===== src/rtl/seg_pkg.sv =====
// Shared definitions for the seven-segment display read-back monitor.
// Holds the active-low glyph table, the decoded-digit record, FSM state
// encoding and small helpers used by seg_glyph_decoder and
// seg_display_capture.
//   seg_decode(cathode) -> {err, blank, value[3:0]}
//   low_index(anode)    -> index of the (single) low anode bit
package seg_pkg;

    localparam int NUM_DIGITS = 4;
    localparam int TIMER_W    = 18;

    // Active-low segment patterns, bit order {g,f,e,d,c,b,a}.
    localparam logic [6:0] SEG_0     = 7'h40;
    localparam logic [6:0] SEG_1     = 7'h79;
    localparam logic [6:0] SEG_2     = 7'h24;
    localparam logic [6:0] SEG_3     = 7'h30;
    localparam logic [6:0] SEG_4     = 7'h19;
    localparam logic [6:0] SEG_5     = 7'h12;
    localparam logic [6:0] SEG_6     = 7'h02;
    localparam logic [6:0] SEG_7     = 7'h78;
    localparam logic [6:0] SEG_8     = 7'h00;
    localparam logic [6:0] SEG_9     = 7'h10;
    localparam logic [6:0] SEG_A     = 7'h08;
    localparam logic [6:0] SEG_B     = 7'h03;
    localparam logic [6:0] SEG_C     = 7'h46;
    localparam logic [6:0] SEG_D     = 7'h21;
    localparam logic [6:0] SEG_E     = 7'h06;
    localparam logic [6:0] SEG_F     = 7'h0E;
    localparam logic [6:0] SEG_BLANK = 7'h7F;

    typedef enum logic [1:0] {
        ST_IDLE,
        ST_SETTLE,
        ST_HOLD
    } cap_state_e;

    typedef struct packed {
        logic       err;
        logic       blank;
        logic [3:0] value;
    } seg_dec_t;

    // Value a staging slot holds before anything has been captured into it.
    localparam seg_dec_t DEC_EMPTY = '{err: 1'b0, blank: 1'b1, value: 4'h0};

    // Unknown patterns report value 0 with err set; all-off reports blank.
    function automatic seg_dec_t seg_decode(input logic [6:0] cathode);
        seg_dec_t r;
        r = '0;
        case (cathode)
            SEG_0:     r.value = 4'h0;
            SEG_1:     r.value = 4'h1;
            SEG_2:     r.value = 4'h2;
            SEG_3:     r.value = 4'h3;
            SEG_4:     r.value = 4'h4;
            SEG_5:     r.value = 4'h5;
            SEG_6:     r.value = 4'h6;
            SEG_7:     r.value = 4'h7;
            SEG_8:     r.value = 4'h8;
            SEG_9:     r.value = 4'h9;
            SEG_A:     r.value = 4'hA;
            SEG_B:     r.value = 4'hB;
            SEG_C:     r.value = 4'hC;
            SEG_D:     r.value = 4'hD;
            SEG_E:     r.value = 4'hE;
            SEG_F:     r.value = 4'hF;
            SEG_BLANK: r.blank = 1'b1;
            default:   r.err   = 1'b1;
        endcase
        return r;
    endfunction

    // Only meaningful when exactly one anode is low.
    function automatic logic [1:0] low_index(input logic [NUM_DIGITS-1:0] anode);
        logic [1:0] idx;
        idx = '0;
        for (int i = 0; i < NUM_DIGITS; i++) begin
            if (!anode[i]) begin
                idx = 2'(i);
            end
        end
        return idx;
    endfunction

endpackage


===== src/rtl/seg_glyph_decoder.sv =====
// Combinational decode of an active-low seven-segment pattern.
//   cathode : segment pattern {g,f,e,d,c,b,a}, active-low
//   decoded : {err, blank, value[3:0]}
module seg_glyph_decoder
    import seg_pkg::*;
(
    input  logic [6:0] cathode,
    output seg_dec_t   decoded
);

    assign decoded = seg_decode(cathode);

endmodule


===== src/rtl/seg_display_capture.sv =====
// Read-back monitor for the multiplexed four-digit seven-segment bus.
// Samples anode/cathode, waits for each lit digit to be stable for SETTLE
// samples, decodes it into a staging slot and publishes a coherent frame
// once all four digit positions have been seen.
//   clk, rst     : system clock, synchronous active-high reset
//   anode_vec    : digit enables, active-low
//   cathode_vec  : segments, active-low {g,f,e,d,c,b,a}
//   digits       : last committed frame, digit i in [4i+3:4i]
//   blank        : per digit, committed pattern was all-off
//   seg_err      : per digit, committed pattern was not a valid glyph
//   frame_valid  : pulse when digits/blank/seg_err update
//   scan_err     : pulse while the sampled anodes have more than one low bit
//   timeout      : pulse when an incomplete frame is abandoned
module seg_display_capture
    import seg_pkg::*;
#(
    parameter int SETTLE  = 4,
    parameter int TIMEOUT = 262144
) (
    input  logic        clk,
    input  logic        rst,
    input  logic [3:0]  anode_vec,
    input  logic [6:0]  cathode_vec,
    output logic [15:0] digits,
    output logic [3:0]  blank,
    output logic [3:0]  seg_err,
    output logic        frame_valid,
    output logic        scan_err,
    output logic        timeout
);

    localparam logic [3:0]         SETTLE_CNT = 4'(SETTLE);
    localparam logic [TIMER_W-1:0] TIMER_LAST = TIMER_W'(TIMEOUT - 1);

    logic [3:0]            a_q, a_d, prev_a_q, prev_a_d;
    logic [6:0]            c_q, c_d, prev_c_q, prev_c_d;
    cap_state_e            state_q, state_d;
    logic [3:0]            cnt_q, cnt_d;
    logic                  capture;
    logic                  multi_low;
    logic                  sample_changed;
    logic [1:0]            cap_idx;
    seg_dec_t              decoded;
    logic [NUM_DIGITS-1:0] mask_q, mask_d;
    logic [TIMER_W-1:0]    timer_q, timer_d;
    seg_dec_t              stage_q [NUM_DIGITS];
    seg_dec_t              stage_d [NUM_DIGITS];
    logic [15:0]           digits_q, digits_d;
    logic [3:0]            blank_q, blank_d;
    logic [3:0]            seg_err_q, seg_err_d;
    logic                  frame_valid_q, frame_valid_d;
    logic                  commit;
    logic                  timeout_hit;

    seg_glyph_decoder u_decoder (
        .cathode (c_q),
        .decoded (decoded)
    );

    assign cap_idx = low_index(a_q);

    // One register stage on the bus, plus a copy of the previous sample so
    // that "bus changed" can be judged purely on registered values.
    always_comb begin
        a_d      = anode_vec;
        c_d      = cathode_vec;
        prev_a_d = a_q;
        prev_c_d = c_q;
    end

    // FSM state register and settle counter.
    always_ff @(posedge clk) begin
        if (rst) begin
            state_q <= ST_IDLE;
            cnt_q   <= '0;
        end else begin
            state_q <= state_d;
            cnt_q   <= cnt_d;
        end
    end

    // Next-state logic. A change on a single lit digit restarts the settle
    // count at 1; the capture fires on the sample that brings the count to
    // SETTLE, so SETTLE=1 captures on the very first sample of a new digit.
    always_comb begin
        state_d        = state_q;
        cnt_d          = cnt_q;
        capture        = 1'b0;
        multi_low      = 1'b0;
        sample_changed = ({a_q, c_q} != {prev_a_q, prev_c_q});
        if (a_q == 4'hF) begin
            state_d = ST_IDLE;
            cnt_d   = '0;
        end else if ($countones(~a_q) > 1) begin
            multi_low = 1'b1;
            state_d   = ST_IDLE;
            cnt_d     = '0;
        end else if (sample_changed) begin
            state_d = ST_SETTLE;
            cnt_d   = 4'd1;
        end else if (state_q == ST_SETTLE) begin
            cnt_d = cnt_q + 4'd1;
        end
        if ((state_d == ST_SETTLE) && (cnt_d == SETTLE_CNT)) begin
            capture = 1'b1;
            state_d = ST_HOLD;
        end
    end

    // Output and frame logic. Commit and timeout both act on the mask as it
    // stood before this cycle, so a capture landing on the same cycle is
    // kept as the first digit of the next frame.
    always_comb begin
        commit      = (mask_q == '1);
        timeout_hit = (mask_q != '0) && !commit && (timer_q == TIMER_LAST);
        mask_d      = (commit || timeout_hit) ? '0 : mask_q;
        timer_d     = '0;
        if (!commit && !timeout_hit && (mask_q != '0)) begin
            timer_d = timer_q + TIMER_W'(1);
        end
        stage_d = stage_q;
        if (capture) begin
            stage_d[cap_idx] = decoded;
            mask_d[cap_idx]  = 1'b1;
        end
        digits_d      = digits_q;
        blank_d       = blank_q;
        seg_err_d     = seg_err_q;
        frame_valid_d = commit;
        if (commit) begin
            for (int i = 0; i < NUM_DIGITS; i++) begin
                digits_d[4*i +: 4] = stage_q[i].value;
                blank_d[i]         = stage_q[i].blank;
                seg_err_d[i]       = stage_q[i].err;
            end
        end
    end

    // Datapath registers: bus samples, staging slots, mask, timer, outputs.
    always_ff @(posedge clk) begin
        if (rst) begin
            a_q           <= 4'hF;
            c_q           <= SEG_BLANK;
            prev_a_q      <= 4'hF;
            prev_c_q      <= SEG_BLANK;
            mask_q        <= '0;
            timer_q       <= '0;
            digits_q      <= 16'h0000;
            blank_q       <= 4'hF;
            seg_err_q     <= 4'h0;
            frame_valid_q <= 1'b0;
            for (int i = 0; i < NUM_DIGITS; i++) begin
                stage_q[i] <= DEC_EMPTY;
            end
        end else begin
            a_q           <= a_d;
            c_q           <= c_d;
            prev_a_q      <= prev_a_d;
            prev_c_q      <= prev_c_d;
            mask_q        <= mask_d;
            timer_q       <= timer_d;
            digits_q      <= digits_d;
            blank_q       <= blank_d;
            seg_err_q     <= seg_err_d;
            frame_valid_q <= frame_valid_d;
            for (int i = 0; i < NUM_DIGITS; i++) begin
                stage_q[i] <= stage_d[i];
            end
        end
    end

    assign digits      = digits_q;
    assign blank       = blank_q;
    assign seg_err     = seg_err_q;
    assign frame_valid = frame_valid_q;
    assign scan_err    = multi_low;
    assign timeout     = timeout_hit;

endmodule


===== config.mk =====
export PLATFORM = sky130hd
export DESIGN_NAME = seg_display_capture
export DESIGN_NICKNAME = d
export VERILOG_FILES = /design/src/rtl/seg_pkg.sv /design/src/rtl/seg_glyph_decoder.sv /design/src/rtl/seg_display_capture.sv
export SDC_FILE = /design/constraint.sdc
export NUM_CORES = 1
export LEC_CHECK = 0
export ABC_AREA = 1
export BUFFER_PORTS_ARGS = -buffer_cell sky130_fd_sc_hd__buf_2
export CAP_MARGIN = 20
export CELL_PAD_IN_SITES_DETAIL_PLACEMENT = 1
export CELL_PAD_IN_SITES_GLOBAL_PLACEMENT = 2
export CORE_ASPECT_RATIO = 2
export CORE_UTILIZATION = 34
export DETAILED_ROUTE_END_ITERATION = 10
export HOLD_SLACK_MARGIN = 0.15
export PLACE_DENSITY = 0.81
export SETUP_SLACK_MARGIN = 0.1
export SYNTH_ARGS = -nofsm -noshare
export SYNTH_HDL_FRONTEND = slang
export SYNTH_SLANG_ARGS = --single-unit

===== constraint.sdc =====
create_clock -name clk -period 2.67 [get_ports clk]
set_input_delay 0 -clock clk [delete_from_list [all_inputs] [get_ports clk]]
set_output_delay 0 -clock clk [all_outputs]
set_load 0.02 [all_outputs]

==> flow_summary.yaml, run 1 <==
timing:
  clock_skew_ns: 0.0108
  rsz0062_at_grt: "no"
  slew_violations: 0
  finalCritPeriodShare_pct: 89.2
  timing.max_slew.rel_slack_pct: 54.3
  tns_ns: 0
  worst_pin_slew_ns: 0.682
  setup_viol: 0
  fin_crit_ns: 2.38
  hold_viol: 0
  max_clock_freq_ghz: 0.420
pwr:
  power_leakage_nw: 2.42
  peakVddDrop_uv: 301
  powerDensity_mw_per_mm2: 572
detailed_routing:
  ant_nets: 0
  wl_per_cell_um: 14.0
  vias_per_cell: 4.86
  drc_errors: 0
  wirelength_um: 11200
  vias: 3866
  drt_iter0_drc: 113
  first_pass_iters: 4
clocking:
  cts-buffers-inserted: 9
  clk_pin_slew_ns: 0.07
  cts_htree_levels: 3
  cts_tree: "built"
  cts-root-buf: "clkbuf_16"
  clk_path_buf_depth: 2
  worstSkewPairLatency_ns: 0.35
  clock_sinks: 99
placed_design:
  dpl_cell_area_mm2: 0.00463
  place_congestion: 0.852
  port-buffer-count: 39
  dp_hpwl_um: 8310
grt:
  grt_start_max_net_pins: 63
  grt_antenna_before_repair: 0
  first_global_vias: 3943
  grt_first_pass_wirelength_um: 18200
  overflow: 0
  grt_usage_pct: 18.3
cells_and_area:
  nets: 661
  diodes: 0
  nFillCells: 1533
  syn2layout_area_growth_pct: 19.8
  fin_area_mm2: 0.00512
  drive_gt1_share_pct: 16.3
worst_setup_path:
  cp_slowest_cell: "fa_1"
  cp_slowest_stage_delay_ns: 0.59
  path_buf_inv: 1
  end_kind: "flip-flop"
  worst_ep_arrival_time_ns: 2.66
  rrSetupSlack_ns: 0.29
  path_class: "reg -> reg"
  crit_fanout: 8
  crit_family: "simple AND/OR/NAND/NOR gates"
  critical_path_required_ns: 2.95
  crit_top_cell: "nand2_1"
  start_kind: "flip-flop"
  path_cells: "fa_1 > o21ai_2 > nor2_4 > nand3_2 > nor2_2 > nand3_4 > nor2_8 > buf_4 > nand2_4 > nand2_1 > nand2_1 > nor2_1"
synth:
  synth_top_area_cell: "dfxtp_1"
  synth.top_cell.area_share_pct: 46.4
  synth-main-ff-cell: "dfxtp_1"
  synth_seq_cells: 99
  synth_cells: 585
  synth_common_cells: "126 x nand2_1, 105 x nor2_1, 99 x dfxtp_1"
  synthArstFlopShare_pct: 0
  synth.net_count: 602
  synth_edf_count: 0
  syn-cell-area_mm2: 0.00428
  synth_most_common_cell: "nand2_1"
  synth.yosys.warnings: 0
  syn_avg_cell_area_um2: 7.31
  yosysUniqueCellTypes: 34
  synth_area_leaders: "dfxtp_1 46%, nand2_1 11%, nor2_1 9.2%"
  ys_seq_area_share_pct: 46.4
job:
  drv_cap: 0
floorplanning:
  start_util_pct: 35.1
  io_pins: 40
  die_h_um: 161
  placementRows: 57
  dieWidth_um: 81.3
  fp.dieArea_mm2: 0.0131
  coreArea_mm2: 0.0122
run_status:
  status: "finished clean"
hold_path:
  hold_class: "in -> reg"
==> timing repair <==
action                     CTS  global route
pin swaps                    0             2
hold endpoints to repair    16             0
setup endpoints to repair    1             3
setup buffers                0             7
hold buffers                12             0
cloned                       0             1
gates resized for setup      2             6
==> worst register-to-register path, stage by stage, from the launching register on <==
cell,delay [ns]
dfxtp_1,0.36
fa_1,0.59
o21ai_2,0.08
nor2_4,0.20
nand3_2,0.11
nor2_2,0.17
nand3_4,0.12
nor2_8,0.20
buf_4,0.17
nand2_4,0.07
nand2_1,0.09
nand2_1,0.05
nor2_1,0.11
==> metal layers <==
| metal | vias up | part of all wire [%] | global-route usage, % |
|---|---|---|---|
| met4 | 0 | 3.3 | 7.95 |
| met3 | 23 | 1.9 | 3.18 |
| met1 | 1821 | 39 | 18.1 |
| met2 | 51 | 56 | 35.0 |
| met5 | - | 0 | 0 |
| li1 | 1971 | - | - |
==> report_power, final <==
group / leakage [nW] / total (mW) / internal, mW / switching [mW]
combinational: 1.49 / 0.189 / 0.0690 / 0.120
sequential: 0.804 / 1.51 / 1.49 / 0.0203
clock: 0.129 / 1.22 / 0.641 / 0.584
==> path summary, 6_finish.rpt <==
| kind | startpoint | endpoint | cells after the start |
|---|---|---|---|
| setup / recovery | a_q[0] | stage_q[19] | 12 |
| hold / removal | cathode_vec[1] | c_q[1] | 3 |
| setup reg to reg | a_q[0] | stage_q[19] | 12 |
| hold reg to reg | timer_q[0] | timer_q[0] | 1 |
==> layout by cell type (no fill, tap or decap), types with 2 or more instances in the layout <==
master         instances
a21oi_1               27
buf_2                 39
buf_4                 14
clkbuf_16              9
clkinv_4               3
clkinvlp_4             2
dfxtp_1               98
dlygate4sd3_1         12
ha_1                   3
inv_1                 57
nand2_1              126
nand2_4                3
nand3_1               56
nand3_2                3
nand4_1                9
nor2_1               102
nor2_2                 5
nor2_4                 4
nor3_1                 6
nor3b_1                3
o21ai_0               23
or2_2                 13
xnor2_1                7
xor2_1                 8
==> registers in the layout (all words and copies together), names as in the netlist <==
name and cells:
a_q 4, blank 4, c_q 7, cnt_q 4, digits 16, frame_valid 1, mask_q 4, prev_a_q 4
prev_c_q 7, seg_err 4, stage_q 24, state_q 2, timer_q 18
==> cell families (layout without fill, tap and decap cells) <==
logic type | Yosys count | in the layout | synth area share, %
adder cells (fa/ha/maj) | 4 | 4 | 1.35
AO/OA/AOI/OAI | 53 | 53 | 6.41
buffers and inverters | 77 | 140 | 7.46
XOR/XNOR | 15 | 15 | 3.07
AND/OR/NAND/NOR | 337 | 338 | 35.4
flip-flops | 99 | 99 | 46.4
==> cell type report <==
class                           count  area (µm²)  area share (%)
Timing Repair Buffer               66         440            8.60
Clock inverter                      6        50.0           0.977
Clock buffer                       10         229            4.47
Multi-Input combinational cell    410        2020            39.4
Inverter                           58         218            4.25
Tap cell                          147         184            3.59
Sequential cell                    99        1980            38.7
==> stage by stage <==
step | setup slack, ns | std cells | utilization (%) | hold WS (ns) | power, mW
global route | 0.0700 | 796 | 42.0 | 0.367 | 3.05
finish | 0.290 | 796 | 42.0 | 0.369 | 2.93
global placement | 0.357 | 760 | 37.9 | 0.182 | 1.71
floorplan | 0.560 | 585 | - | 0.104 | 1.67
CTS | 0.105 | 788 | 41.2 | 0.360 | 2.97
detailed placement | 0.264 | 760 | 37.9 | 0.185 | 1.72
No activity file was read; power rests on OpenSTA's default activity.
==> run 2: changes to the inputs <==
--- a/config.mk
+++ b/config.mk
@@ -5,16 +5,15 @@
 export SDC_FILE = /design/constraint.sdc
 export NUM_CORES = 1
 export LEC_CHECK = 0
-export ABC_AREA = 1
 export BUFFER_PORTS_ARGS = -buffer_cell sky130_fd_sc_hd__buf_2
 export CAP_MARGIN = 20
 export CELL_PAD_IN_SITES_DETAIL_PLACEMENT = 1
 export CELL_PAD_IN_SITES_GLOBAL_PLACEMENT = 2
 export CORE_ASPECT_RATIO = 2
-export CORE_UTILIZATION = 34
+export CORE_UTILIZATION = 33
 export DETAILED_ROUTE_END_ITERATION = 10
 export HOLD_SLACK_MARGIN = 0.15
-export PLACE_DENSITY = 0.81
+export PLACE_DENSITY = 0.76
 export SETUP_SLACK_MARGIN = 0.1
 export SYNTH_ARGS = -nofsm -noshare
 export SYNTH_HDL_FRONTEND = slang
==> constraint.sdc (replaced) <==
create_clock -name clk -period 2 [get_ports clk]
set_input_delay 0 -clock clk [delete_from_list [all_inputs] [get_ports clk]]
set_output_delay 0 -clock clk [all_outputs]
set_load 0.02 [all_outputs]
==> run 2 against run 1 <==
Against the previous run: the flow now finishes with violations (negative setup slack); largest power group unchanged; non-clock buffer count grew 35; worst setup slack lost 0.33 ns; sequential share of layout area shrank 1.9 points; first-iteration DRC count shrank 17%; clock power grew 36%; largest cell class unchanged.
==> flow_summary.yaml, run 2 <==
run_status:
  status: "finished with violations"
  violations: "negative setup slack"
timing:
  layout_setup_ws_ns: -0.0451
  worst_pin_slew_ns: 0.427
  slew_violations: 0
  clock_skew_ns: 0.0131
  rsz0062_at_grt: "yes"
  setup_viol: 6
  max_clock_freq_ghz: 0.489
  hold_viol: 0
  fin_crit_ns: 2.05
  timing.max_slew.rel_slack_pct: 71.5
  finalCritPeriodShare_pct: 102
clocking:
  cts-root-buf: "clkbuf_16"
  cts_tree: "built"
  cts-buffers-inserted: 9
  clock_sinks: 99
  clk_path_buf_depth: 2
  cts_htree_levels: 3
  worstSkewPairLatency_ns: 0.35
  clk_pin_slew_ns: 0.07
synth:
  synth_most_common_cell: "dfxtp_1"
  syn-cell-area_mm2: 0.00422
  synth_seq_cells: 99
  ys_seq_area_share_pct: 46.9
  synth_cells: 453
  synth.yosys.warnings: 0
  synth_edf_count: 0
  synth_area_leaders: "dfxtp_1 47%, mux2i_1 5.9%, nand2_1 5.7%"
  yosysUniqueCellTypes: 58
  synth_top_area_cell: "dfxtp_1"
  synth_common_cells: "99 x dfxtp_1, 64 x nand2_1, 37 x nor2_1"
  synthArstFlopShare_pct: 0
  synth-main-ff-cell: "dfxtp_1"
  synth.top_cell.area_share_pct: 46.9
  syn_avg_cell_area_um2: 9.32
  synth.net_count: 470
detailed_routing:
  first_pass_iters: 4
  vias_per_cell: 4.95
  vias: 3426
  wl_per_cell_um: 14.8
  wirelength_um: 10200
  top_layer: "met4"
  drc_errors: 0
  wl_met1_um: 3840
  drt_iter0_drc: 94
  wl_met2_um: 5940
  met3WireLength_um: 206
  ant_nets: 0
cells_and_area:
  fin_area_mm2: 0.00542
  nets: 555
  largest_reg_flops: 24
  regMostFlops: "stage_q"
  final_common_cell: "dfxtp_1"
  nFillCells: 1451
  syn2layout_area_growth_pct: 28.3
  final_util_pct: 43.2
  diodes: 0
  drive_gt1_share_pct: 29.7
  final_cell_mix: "91 x dfxtp_1, 64 x nand2_1, 38 x buf_2, 37 x nor2_1, 36 x buf_4"
floorplanning:
  coreArea_mm2: 0.0126
  placementRows: 58
  die_h_um: 162
  start_util_pct: 33.6
  fp.dieArea_mm2: 0.0133
  dieWidth_um: 82
  io_pins: 40
worst_setup_path:
  crit_fanout: 7
  cp_slowest_stage_delay_ns: 0.57
  end_kind: "flip-flop"
  path_cells: "fa_1 > o21ai_2 > a31oi_4 > nand3_2 > or4_4 > mux2i_1"
  path_class: "reg -> reg"
  cp_slowest_cell: "fa_1"
  worst_ep_arrival_time_ns: 2.26
  start_kind: "flip-flop"
  rrSetupSlack_ns: -0.05
  critical_path_required_ns: 2.22
  crit_start: "a_q[0]"
  rr_startpoint: "a_q[0]"
grt:
  grt_antenna_before_repair: 0
  overflow: 0
  first_global_vias: 3568
  grt_first_pass_wirelength_um: 17000
  grt_start_max_net_pins: 47
  grt_usage_pct: 16.7
placed_design:
  place_congestion: 0.791
  port-buffer-count: 39
  preCtsSetupSlack_ns: -0.160
  dpl_cell_area_mm2: 0.00473
  dp_hpwl_um: 7520
job:
  drv_cap: 0
pwr:
  peakVddDrop_uv: 433
  p_int_mw: 3.00
  total_power_mw: 3.95
  powerDensity_mw_per_mm2: 729
  combPwrFrac_pct: 7.0
  clockPowerShare_pct: 42.0
  seqPwrFrac_pct: 51.0
  power_leakage_nw: 2.12
  switching_share_pct: 24.1
  switching_power_mw: 0.954
hold_path:
  hold_class: "reg -> reg"
  min-delay-start: "timer_q[0]"
==> run 2: cell types whose count changed after synthesis, sizes merged, moves of 23 or more <==
cell,previous run,this run
o21ai,24,1
nand3,60,13
inv,58,5
nor2,111,37
mux2i,0,25
nand2,130,64
==> run 2: cell type report <==
| cell class | instances | area (µm²) | share of cell area [%] |
|---|---|---|---|
| clock buffer | 9 | 225 | 4.16 |
| clock inverter | 6 | 52.6 | 0.970 |
| inverter | 5 | 18.8 | 0.346 |
| multi-input combinational | 322 | 2190 | 40.3 |
| sequential | 99 | 2000 | 36.8 |
| tap | 150 | 188 | 3.46 |
| timing repair buffer | 101 | 753 | 13.9 |
==> run 2: path summary, 6_finish.rpt <==
kind,to,cells past startpoint
setup / recovery,stage_q[17],6
hold / removal,timer_q[0],1
setup reg to reg,stage_q[17],6
hold reg to reg,timer_q[0],1
==> run 2: logic make-up (layout without fill, tap and decap cells) <==
logic type               Yosys count  count (layout)  synth area share [%]
multiplexers                      25              25                  5.92
XOR/XNOR                          33              33                  6.84
buffers and inverters             32             121                  4.32
AND/OR/NAND/NOR                  213             213                  27.3
flip-flops                        99              99                  46.9
AO/OA/AOI/OAI                     47              47                  7.29
adder cells (fa/ha/maj)            4               4                  1.36
==> run 2: what timing repair did <==
item / 4_1_cts / 5_1_grt
setup endpoints to repair: 29 / 29
pin swaps: 3 / 9
buffers inserted: 1 / 4
gates resized for setup: 15 / 17
hold buffers: 23 / 0
endpoints found under the hold margin: 17 / 0
==> run 2: metrics by stage <==
step	setup TNS [ns]	cells	hold WS [ns]
floorplan	-0.939	453	0.104
global placement	-1.24	649	0.183
detailed placement	-2.93	649	0.187
finish	-0.170	692	0.435
global route	-1.26	692	0.454
CTS	-0.355	688	0.440
==> run 2: critical path, delay by kind of cell (launching register included) <==
| family | cells | cell delay (ns) |
|---|---|---|
| flip-flops | 1 | 0.33 |
| AND/OR/NAND/NOR | 2 | 0.60 |
| AO/OA/AOI/OAI | 2 | 0.26 |
| adder cells (fa/ha/maj) | 1 | 0.57 |
| multiplexers | 1 | 0.16 |
==> run 2: power by group through the flow <==
| stage | registers (mW) | logic, mW | clock network (mW) |
|---|---|---|---|
| after floorplan | 2.06 | 0.148 | 0 |
| after global placement | 2.06 | 0.215 | 0 |
| after detailed placement | 2.06 | 0.221 | 0 |
| after CTS | 2.02 | 0.264 | 1.72 |
| after global routing | 2.02 | 0.298 | 1.79 |
| final | 2.02 | 0.275 | 1.66 |
==> run 2: layer usage <==
| layer | track usage (%) | vias up |
|---|---|---|
| li1 | - | 1700 |
| met1 | 16.5 | 1670 |
| met2 | 32.4 | 41 |
| met3 | 3.26 | 15 |
| met4 | 6.54 | 0 |
| met5 | 0 | - |
